[config.mk]
export PLATFORM = sky130hd
export DESIGN_NAME = peripheral_mpi_buffer_endpoint
export DESIGN_NICKNAME = d
export VERILOG_FILES = /design/src/rtl/peripheral_mpi_buffer_endpoint.sv
export SDC_FILE = /design/constraint.sdc
export NUM_CORES = 1
export LEC_CHECK = 0
export ABC_AREA = 1
export ABC_CLOCK_PERIOD_IN_PS = 4400
export BUFFER_PORTS_ARGS = -buffer_cell sky130_fd_sc_hd__buf_4
export CAP_MARGIN = 0
export CORE_MARGIN = 1
export CORE_UTILIZATION = 56
export DETAILED_ROUTE_END_ITERATION = 8
export HOLD_SLACK_MARGIN = 0.15
export PLACE_DENSITY = 0.75
export SYNTH_ARGS = -nofsm -noshare
export SYNTH_HDL_FRONTEND = slang
export SYNTH_SLANG_ARGS = --single-unit
[constraint.sdc]
create_clock -name clk -period 4.4 [get_ports clk]
set_clock_uncertainty 0.1 [all_clocks]
set_input_delay 0.44 -clock clk [delete_from_list [all_inputs] [get_ports clk]]
set_output_delay 0.44 -clock clk [all_outputs]
set_load 0.05 [all_outputs]
[src/rtl/peripheral_mpi_buffer_endpoint.sv]
// Single-channel MPI message buffer endpoint.
// The bus side writes length-prefixed packets into an egress FIFO that is only
// exposed to the NoC once a whole packet has been written (store-and-forward).
// Flits arriving from the NoC land in an ingress FIFO and are popped by bus reads.
// irq is raised while complete received packets are pending and irq_en is set.

module peripheral_mpi_buffer_endpoint #(
  parameter int NOC_FLIT_WIDTH = 32,
  parameter int SIZE           = 16
) (
  input  logic                      clk,
  input  logic                      rst,
  output logic [NOC_FLIT_WIDTH-1:0] noc_out_flit,
  output logic                      noc_out_last,
  output logic                      noc_out_valid,
  input  logic                      noc_out_ready,
  input  logic [NOC_FLIT_WIDTH-1:0] noc_in_flit,
  input  logic                      noc_in_last,
  input  logic                      noc_in_valid,
  output logic                      noc_in_ready,
  input  logic [31:0]               bus_addr,
  input  logic                      bus_we,
  input  logic                      bus_en,
  input  logic [31:0]               bus_data_in,
  output logic [31:0]               bus_data_out,
  output logic                      bus_ack,
  output logic                      bus_err,
  output logic                      irq
);

  localparam int AW = $clog2(SIZE);
  localparam int PW = AW + 1;
  localparam logic [PW-1:0] DEPTH = PW'(SIZE);
  localparam logic [PW-1:0] ONE   = PW'(1);

  localparam logic [2:0] REG_DATA   = 3'd0;
  localparam logic [2:0] REG_STATUS = 3'd1;
  localparam logic [2:0] REG_IRQEN  = 3'd2;
  localparam logic [2:0] REG_RXPKTS = 3'd3;

  typedef enum logic {
    S_IDLE,
    S_DATA
  } egState_t;

  // Storage: each entry carries the last-flit marker above the data bits
  logic [NOC_FLIT_WIDTH:0] r_egMem [SIZE];
  logic [NOC_FLIT_WIDTH:0] r_inMem [SIZE];

  logic [PW-1:0] r_egWr;
  logic [PW-1:0] r_egRd;
  logic [PW-1:0] r_egCommit;
  logic [PW-1:0] r_egRemain;
  egState_t      r_state;

  logic [PW-1:0] r_inWr;
  logic [PW-1:0] r_inRd;
  logic [PW-1:0] r_rxPkts;
  logic          r_lastRd;

  logic          r_irqEn;
  logic          r_irq;
  logic          r_ack;
  logic          r_err;
  logic [31:0]   r_rdata;

  logic                    w_egValid;
  logic                    w_egPop;
  logic                    w_egFull;
  logic [PW-1:0]           w_egRdNext;
  logic [PW-1:0]           w_egFree;
  logic                    w_egEmpty;
  logic [NOC_FLIT_WIDTH:0] w_egHead;
  logic                    w_inFull;
  logic                    w_inEmpty;
  logic                    w_inPush;
  logic [NOC_FLIT_WIDTH:0] w_inHead;
  logic                    w_req;
  logic [2:0]              w_regSel;
  logic                    w_dataWrite;
  logic                    w_stall;
  logic                    w_sendWr;
  logic                    w_lenOk;
  logic                    w_rxPop;
  logic                    w_rxInc;
  logic                    w_rxDec;
  logic [7:0]              w_freeField;
  logic [31:0]             w_status;
  logic                    w_unused;

  // Only address bits [4:2] select a register
  assign w_unused = ^{bus_addr[31:5], bus_addr[1:0]};

  // Egress side: only committed flits are ever presented to the NoC
  assign w_egValid  = (r_egRd != r_egCommit);
  assign w_egPop    = w_egValid & noc_out_ready;
  assign w_egFull   = ((r_egWr - r_egRd) == DEPTH);
  assign w_egRdNext = r_egRd + PW'(w_egPop);
  assign w_egFree   = DEPTH - (r_egWr - w_egRdNext);
  assign w_egEmpty  = (r_egWr == w_egRdNext);
  assign w_egHead   = r_egMem[r_egRd[AW-1:0]];

  assign noc_out_valid = w_egValid;
  assign noc_out_flit  = w_egValid ? w_egHead[NOC_FLIT_WIDTH-1:0] : '0;
  assign noc_out_last  = w_egValid & w_egHead[NOC_FLIT_WIDTH];

  // Ingress side
  assign w_inFull     = ((r_inWr - r_inRd) == DEPTH);
  assign w_inEmpty    = (r_inWr == r_inRd);
  assign noc_in_ready = ~w_inFull & ~rst;
  assign w_inPush     = noc_in_valid & noc_in_ready;
  assign w_inHead     = r_inMem[r_inRd[AW-1:0]];

  // Bus request decode; a request is only taken while no ack is outstanding
  assign w_req       = bus_en & ~r_ack;
  assign w_regSel    = bus_addr[4:2];
  assign w_dataWrite = w_req & bus_we & (w_regSel == REG_DATA) & (r_state == S_DATA);
  assign w_stall     = w_dataWrite & w_egFull;
  assign w_sendWr    = w_dataWrite & ~w_egFull;
  assign w_lenOk     = (bus_data_in != 32'd0) && (bus_data_in <= 32'(SIZE));
  assign w_rxPop     = w_req & ~bus_we & (w_regSel == REG_DATA) & ~w_inEmpty;
  assign w_rxInc     = w_inPush & noc_in_last;
  assign w_rxDec     = w_rxPop & w_inHead[NOC_FLIT_WIDTH];

  assign w_freeField = 8'(w_egFree);
  assign w_status    = {16'h0000, w_freeField, 4'h0, r_lastRd, w_egEmpty,
                        (r_state == S_IDLE), (r_rxPkts != '0)};

  assign bus_ack      = r_ack;
  assign bus_err      = r_err;
  assign bus_data_out = r_rdata;
  assign irq          = r_irq;

  // FIFO storage writes; contents need no reset because pointers guard them
  always_ff @(posedge clk) begin
    if (w_sendWr) begin
      r_egMem[r_egWr[AW-1:0]] <= {(r_egRemain == ONE), bus_data_in};
    end
    if (w_inPush) begin
      r_inMem[r_inWr[AW-1:0]] <= {noc_in_last, noc_in_flit};
    end
  end

  // Egress packet assembly FSM and egress pointers
  always_ff @(posedge clk or posedge rst) begin
    if (rst) begin
      r_state    <= S_IDLE;
      r_egWr     <= '0;
      r_egRd     <= '0;
      r_egCommit <= '0;
      r_egRemain <= '0;
    end else begin
      if (w_egPop) begin
        r_egRd <= r_egRd + ONE;
      end
      case (r_state)
        S_IDLE: begin
          if (w_req && bus_we && (w_regSel == REG_DATA) && w_lenOk) begin
            r_egRemain <= bus_data_in[PW-1:0];
            r_state    <= S_DATA;
          end
        end
        S_DATA: begin
          if (w_sendWr) begin
            r_egWr     <= r_egWr + ONE;
            r_egRemain <= r_egRemain - ONE;
            if (r_egRemain == ONE) begin
              r_egCommit <= r_egWr + ONE;
              r_state    <= S_IDLE;
            end
          end
        end
        default: r_state <= S_IDLE;
      endcase
    end
  end

  // Ingress pointers, pending packet count and last-popped marker
  always_ff @(posedge clk or posedge rst) begin
    if (rst) begin
      r_inWr   <= '0;
      r_inRd   <= '0;
      r_rxPkts <= '0;
      r_lastRd <= 1'b0;
    end else begin
      if (w_inPush) begin
        r_inWr <= r_inWr + ONE;
      end
      if (w_rxPop) begin
        r_inRd   <= r_inRd + ONE;
        r_lastRd <= w_inHead[NOC_FLIT_WIDTH];
      end
      case ({w_rxInc, w_rxDec})
        2'b10:   r_rxPkts <= r_rxPkts + ONE;
        2'b01:   r_rxPkts <= r_rxPkts - ONE;
        default: r_rxPkts <= r_rxPkts;
      endcase
    end
  end

  // Registered bus response; a stalled send write waits without acking
  always_ff @(posedge clk or posedge rst) begin
    if (rst) begin
      r_ack   <= 1'b0;
      r_err   <= 1'b0;
      r_rdata <= '0;
      r_irqEn <= 1'b0;
    end else begin
      r_ack   <= 1'b0;
      r_err   <= 1'b0;
      r_rdata <= '0;
      if (w_req && !w_stall) begin
        r_ack <= 1'b1;
        case (w_regSel)
          REG_DATA: begin
            if (bus_we) begin
              r_err <= (r_state == S_IDLE) && !w_lenOk;
            end else if (w_inEmpty) begin
              r_err <= 1'b1;
            end else begin
              r_rdata <= w_inHead[NOC_FLIT_WIDTH-1:0];
            end
          end
          REG_STATUS: begin
            if (bus_we) r_err <= 1'b1;
            else        r_rdata <= w_status;
          end
          REG_IRQEN: begin
            if (bus_we) r_irqEn <= bus_data_in[0];
            else        r_rdata <= {31'd0, r_irqEn};
          end
          REG_RXPKTS: begin
            if (bus_we) r_err <= 1'b1;
            else        r_rdata <= 32'(r_rxPkts);
          end
          default: r_err <= 1'b1;
        endcase
      end
    end
  end

  // Level interrupt, one cycle behind the pending-packet condition
  always_ff @(posedge clk or posedge rst) begin
    if (rst) begin
      r_irq <= 1'b0;
    end else begin
      r_irq <= r_irqEn & (r_rxPkts != '0);
    end
  end

endmodule

==> metrics.md <==
| Metric | Value |
|---|---|
| Outcome | finished, final reports clean |
| Vias in the first global route | 28,300 |
| Core ar. | a little over 0.08 mm2 |
| Vias per cell | 5.97 |
| GRT busiest layer | met2 |
| R2R cell count | 20 |
| Synth Area per Inst | 12.5 um2 |
| DRT iter0 DRCs | 3,209 |
| Setup Crit Path Kind | reg -> out |
| Ys flop type | edfxtp_1 |
| F_max | between 0.2 and 0.25 GHz |
| # fillers | ~5,700 |
| Sinks on Clock Net | about 1,100 |
| Async set or reset register ratio after synthesis | 0.0647 |
| RSZ-0062 raised after global routing | false |
| PwrDens | between 600 and 700 mW/mm2 |
| Synth area leader | edfxtp_1 |
| DP Wirelength | between 50 and 60 mm |
| First-pass GRT wire length | 167 mm |
| Post-route ant nets | 0 |
| Clock Pin Slew Worst Setup and Hold Paths | around 0.06 ns |
| Number of port buffers | about 140 |
| DRT Wirelength | 111 mm |
| Synth top area cells | edfxtp_1 (70%), nor2_1 (6.4%), o21ai_0 (5.7%) |
| Yosys Warn Count | 0 |
| # DRC | 0 |
| Row count | between 100 and 150 |
| CP endpoint kind | output port |
| Vias | 29,800 |
| Initial core utilization | 0.566 |
| Initial antenna violation count | 6 |
| Post-synthesis cell type count | between 40 and 50 |
| Total GRT Usage | 0.267 |
| CTS tree | yes |
| Multi-input gate area | approximately 0.011 mm2 |
| Synth-to-Final Area Change | 14.7% |
| Placed Cells | about 4,700 |
| Pin count of the biggest net entering global routing | approximately 180 |
| Cell Area, Synth | 0.0456 mm2 |
| Root buf cell | clkbuf_16 |
| Final net count | around 4,000 |
| Area fraction of the dominant cell type after synthesis | 0.695 |
| Routability congestion estimate | between 0.8 and 0.9 |
| GR Util met1 | 0.353 |
| Share of layout cells above drive strength 1 | 0.111 |
| Required @ worst endpoint | 3.86 ns |
| Met2 usage | 0.446 |
| Wire length per cell | roughly 22 um |
| GR Util met3 | 0.0431 |
| Layout Cells excl Fill | between 4,000 and 5,000 |
| Minimum clock period | just over 4 ns |
| TritonRoute pass-1 iters | 6 |
| #FFs+latches synth | 1,129 |
| Final Hold Violating Endpoints | 0 |
| Congestion Overflow GR | 0 |
| Die height | between 200 and 300 um |
| Synth Net Count | between 3,000 and 4,000 |
| H-tree levels | 3 |
| Crit Path Max Fanout | between 80 and 90 |
| Post-route clock period utilization | 0.945 |
| Worst hold path class | in -> async |
| Inserted Clock Buffers | 109 |
| Leak Pwr | 18.0 nW |
| Total of max-cap violations | 0 |
| Peak VDD IR | 741 uV |
| Die width | roughly 290 um |
| Post-synthesis sequential area ratio | 0.735 |
| Clk Latency, worst-skew pair | 0.69 ns |
| Relative slew slack | 0.259 |
| Max Slew Vio Count | 0 |
| I/O pins | around 170 |
| Max clock buf depth | 3 |
| EDFF count, synth | 1,056 |
| Fin Setup TNS | 0 ns |
| Register area | 0.0336 mm2 |
| Final Setup Violations | 0 |
| Worst Max-Slew Pin Slew | ~1.1 ns |
| Critical Path Start Type | flop |
| Synthesized instance count | between 3,000 and 4,000 |
| Crit path arrival time | between 3 and 4 ns |
| Die Area | between 0.08 and 0.09 mm2 |
## cells by family after synthesis
group	after synthesis	share of synthesized area
AO/OA/AOI/OAI	882	0.108
adder cells (fa/ha/maj)	35	0.00993
buffers and inverters	317	0.0314
AND/OR/NAND/NOR	1261	0.110
flip-flops	1129	0.735
XOR/XNOR	29	0.00557
## where the power goes
| part | leakage [nW] | switching (mW) | internal, mW |
|---|---|---|---|
| combinational | 5.78 | 7.81 | 3.18 |
| sequential | 10.5 | 0.211 | 12.1 |
| clock | 1.70 | 3.95 | 5.07 |
## layout make-up
type,count,area share
Sequential cell,1129,0.641
Multi-Input combinational cell,2207,0.208
Clock inverter,60,0.0108
Clock buffer,144,0.0554
Timing Repair Buffer,296,0.0511
Antenna cell,4,0.000191
Tap cell,1060,0.0254
Inverter,96,0.00722
## synth_stat cells, drive strengths merged, types with 2 or more instances
master     n
buf      104
o21ai    546
and2       2
o211ai   112
fa         2
clkbuf   117
clkinv     6
xnor2      8
inv       90
edfxtp  1056
nand3     94
or2        4
nor2     785
nor3      13
a21o       2
a31oi     34
xor2      21
o22ai    135
dfrtp     73
a21oi     50
ha        33
nand4     16
nand2    346
## routing by layer
layer	vias up	part of all wire
li1	13600	-
met1	14400	0.38
met2	1562	0.49
met3	270	0.093
met4	4	0.034
met5	-	0.00024
## registers in the layout (all words and copies together), names as in the netlist
name / flops
r_egRd: 5
r_egCommit: 5
r_egMem: 528
r_inWr: 5
r_state: 1
r_lastRd: 1
r_irqEn: 1
r_rxPkts: 5
bus_err: 1
r_inMem: 528
r_egWr: 5
bus_ack: 1
bus_data_out: 32
r_inRd: 5
irq: 1
r_egRemain: 5
## worst paths after layout
path                            from               end  slack, ns
max                        r_egRd[0]   noc_out_flit[8]       0.24
min                              rst  bus_data_out[29]       0.19
max reg2reg                r_inRd[1]       r_rxPkts[4]       0.61
min reg2reg                 r_lastRd          r_lastRd       0.39
max in group asynchronous        rst         r_egRd[0]       2.64
min in group clk              bus_en           r_irqEn       0.30
## what timing repair did
item                                    CTS  global route
setup buffers                             0             0
hold buffers                             75             0
gates resized for setup                   0             0
endpoints found under the hold margin  1066             0
## worst max-delay path: stages (launching register included)
cell     delay, ns
dfrtp_4       0.47
buf_4         0.52
buf_4         0.79
o21ai_0       0.27
o22ai_1       0.25
nand2_1       0.08
nand2_1       0.10
inv_1         0.06
a21oi_1       0.16
buf_4         0.22
## metrics by stage
step	total power, mW	worst slack [ns]	util	hold WS [ns]	instance area [um2]
floorplan	20.3	0.280	-	0.336	45600
global placement	23.1	0.644	0.597	0.334	48100
detailed placement	23.3	0.605	0.597	0.335	48100
CTS	32.3	0.244	0.649	0.176	52300
global route	33.8	0.0379	0.649	0.196	52300
finish	32.3	0.244	0.649	0.187	52300
## cells in the final DEF, fill, tap and decap left out, types with 7 or more instances in the layout
master	instances
ha_1	33
bufinv_16	7
clkbuf_16	109
buf_12	21
o22ai_1	135
a31oi_1	34
xnor2_1	8
nor3_1	13
nand2_1	341
nand4_1	15
a21oi_1	50
clkbuf_1	31
inv_1	84
nor2_4	35
nand3_1	92
dlygate4sd3_1	75
xor2_1	21
o21ai_1	23
edfxtp_1	1056
clkinv_1	24
nor2_1	748
o211ai_1	112
dfrtp_1	67
clkinv_2	22
buf_4	200
o21ai_0	523
(Power assumes the default switching activity.)
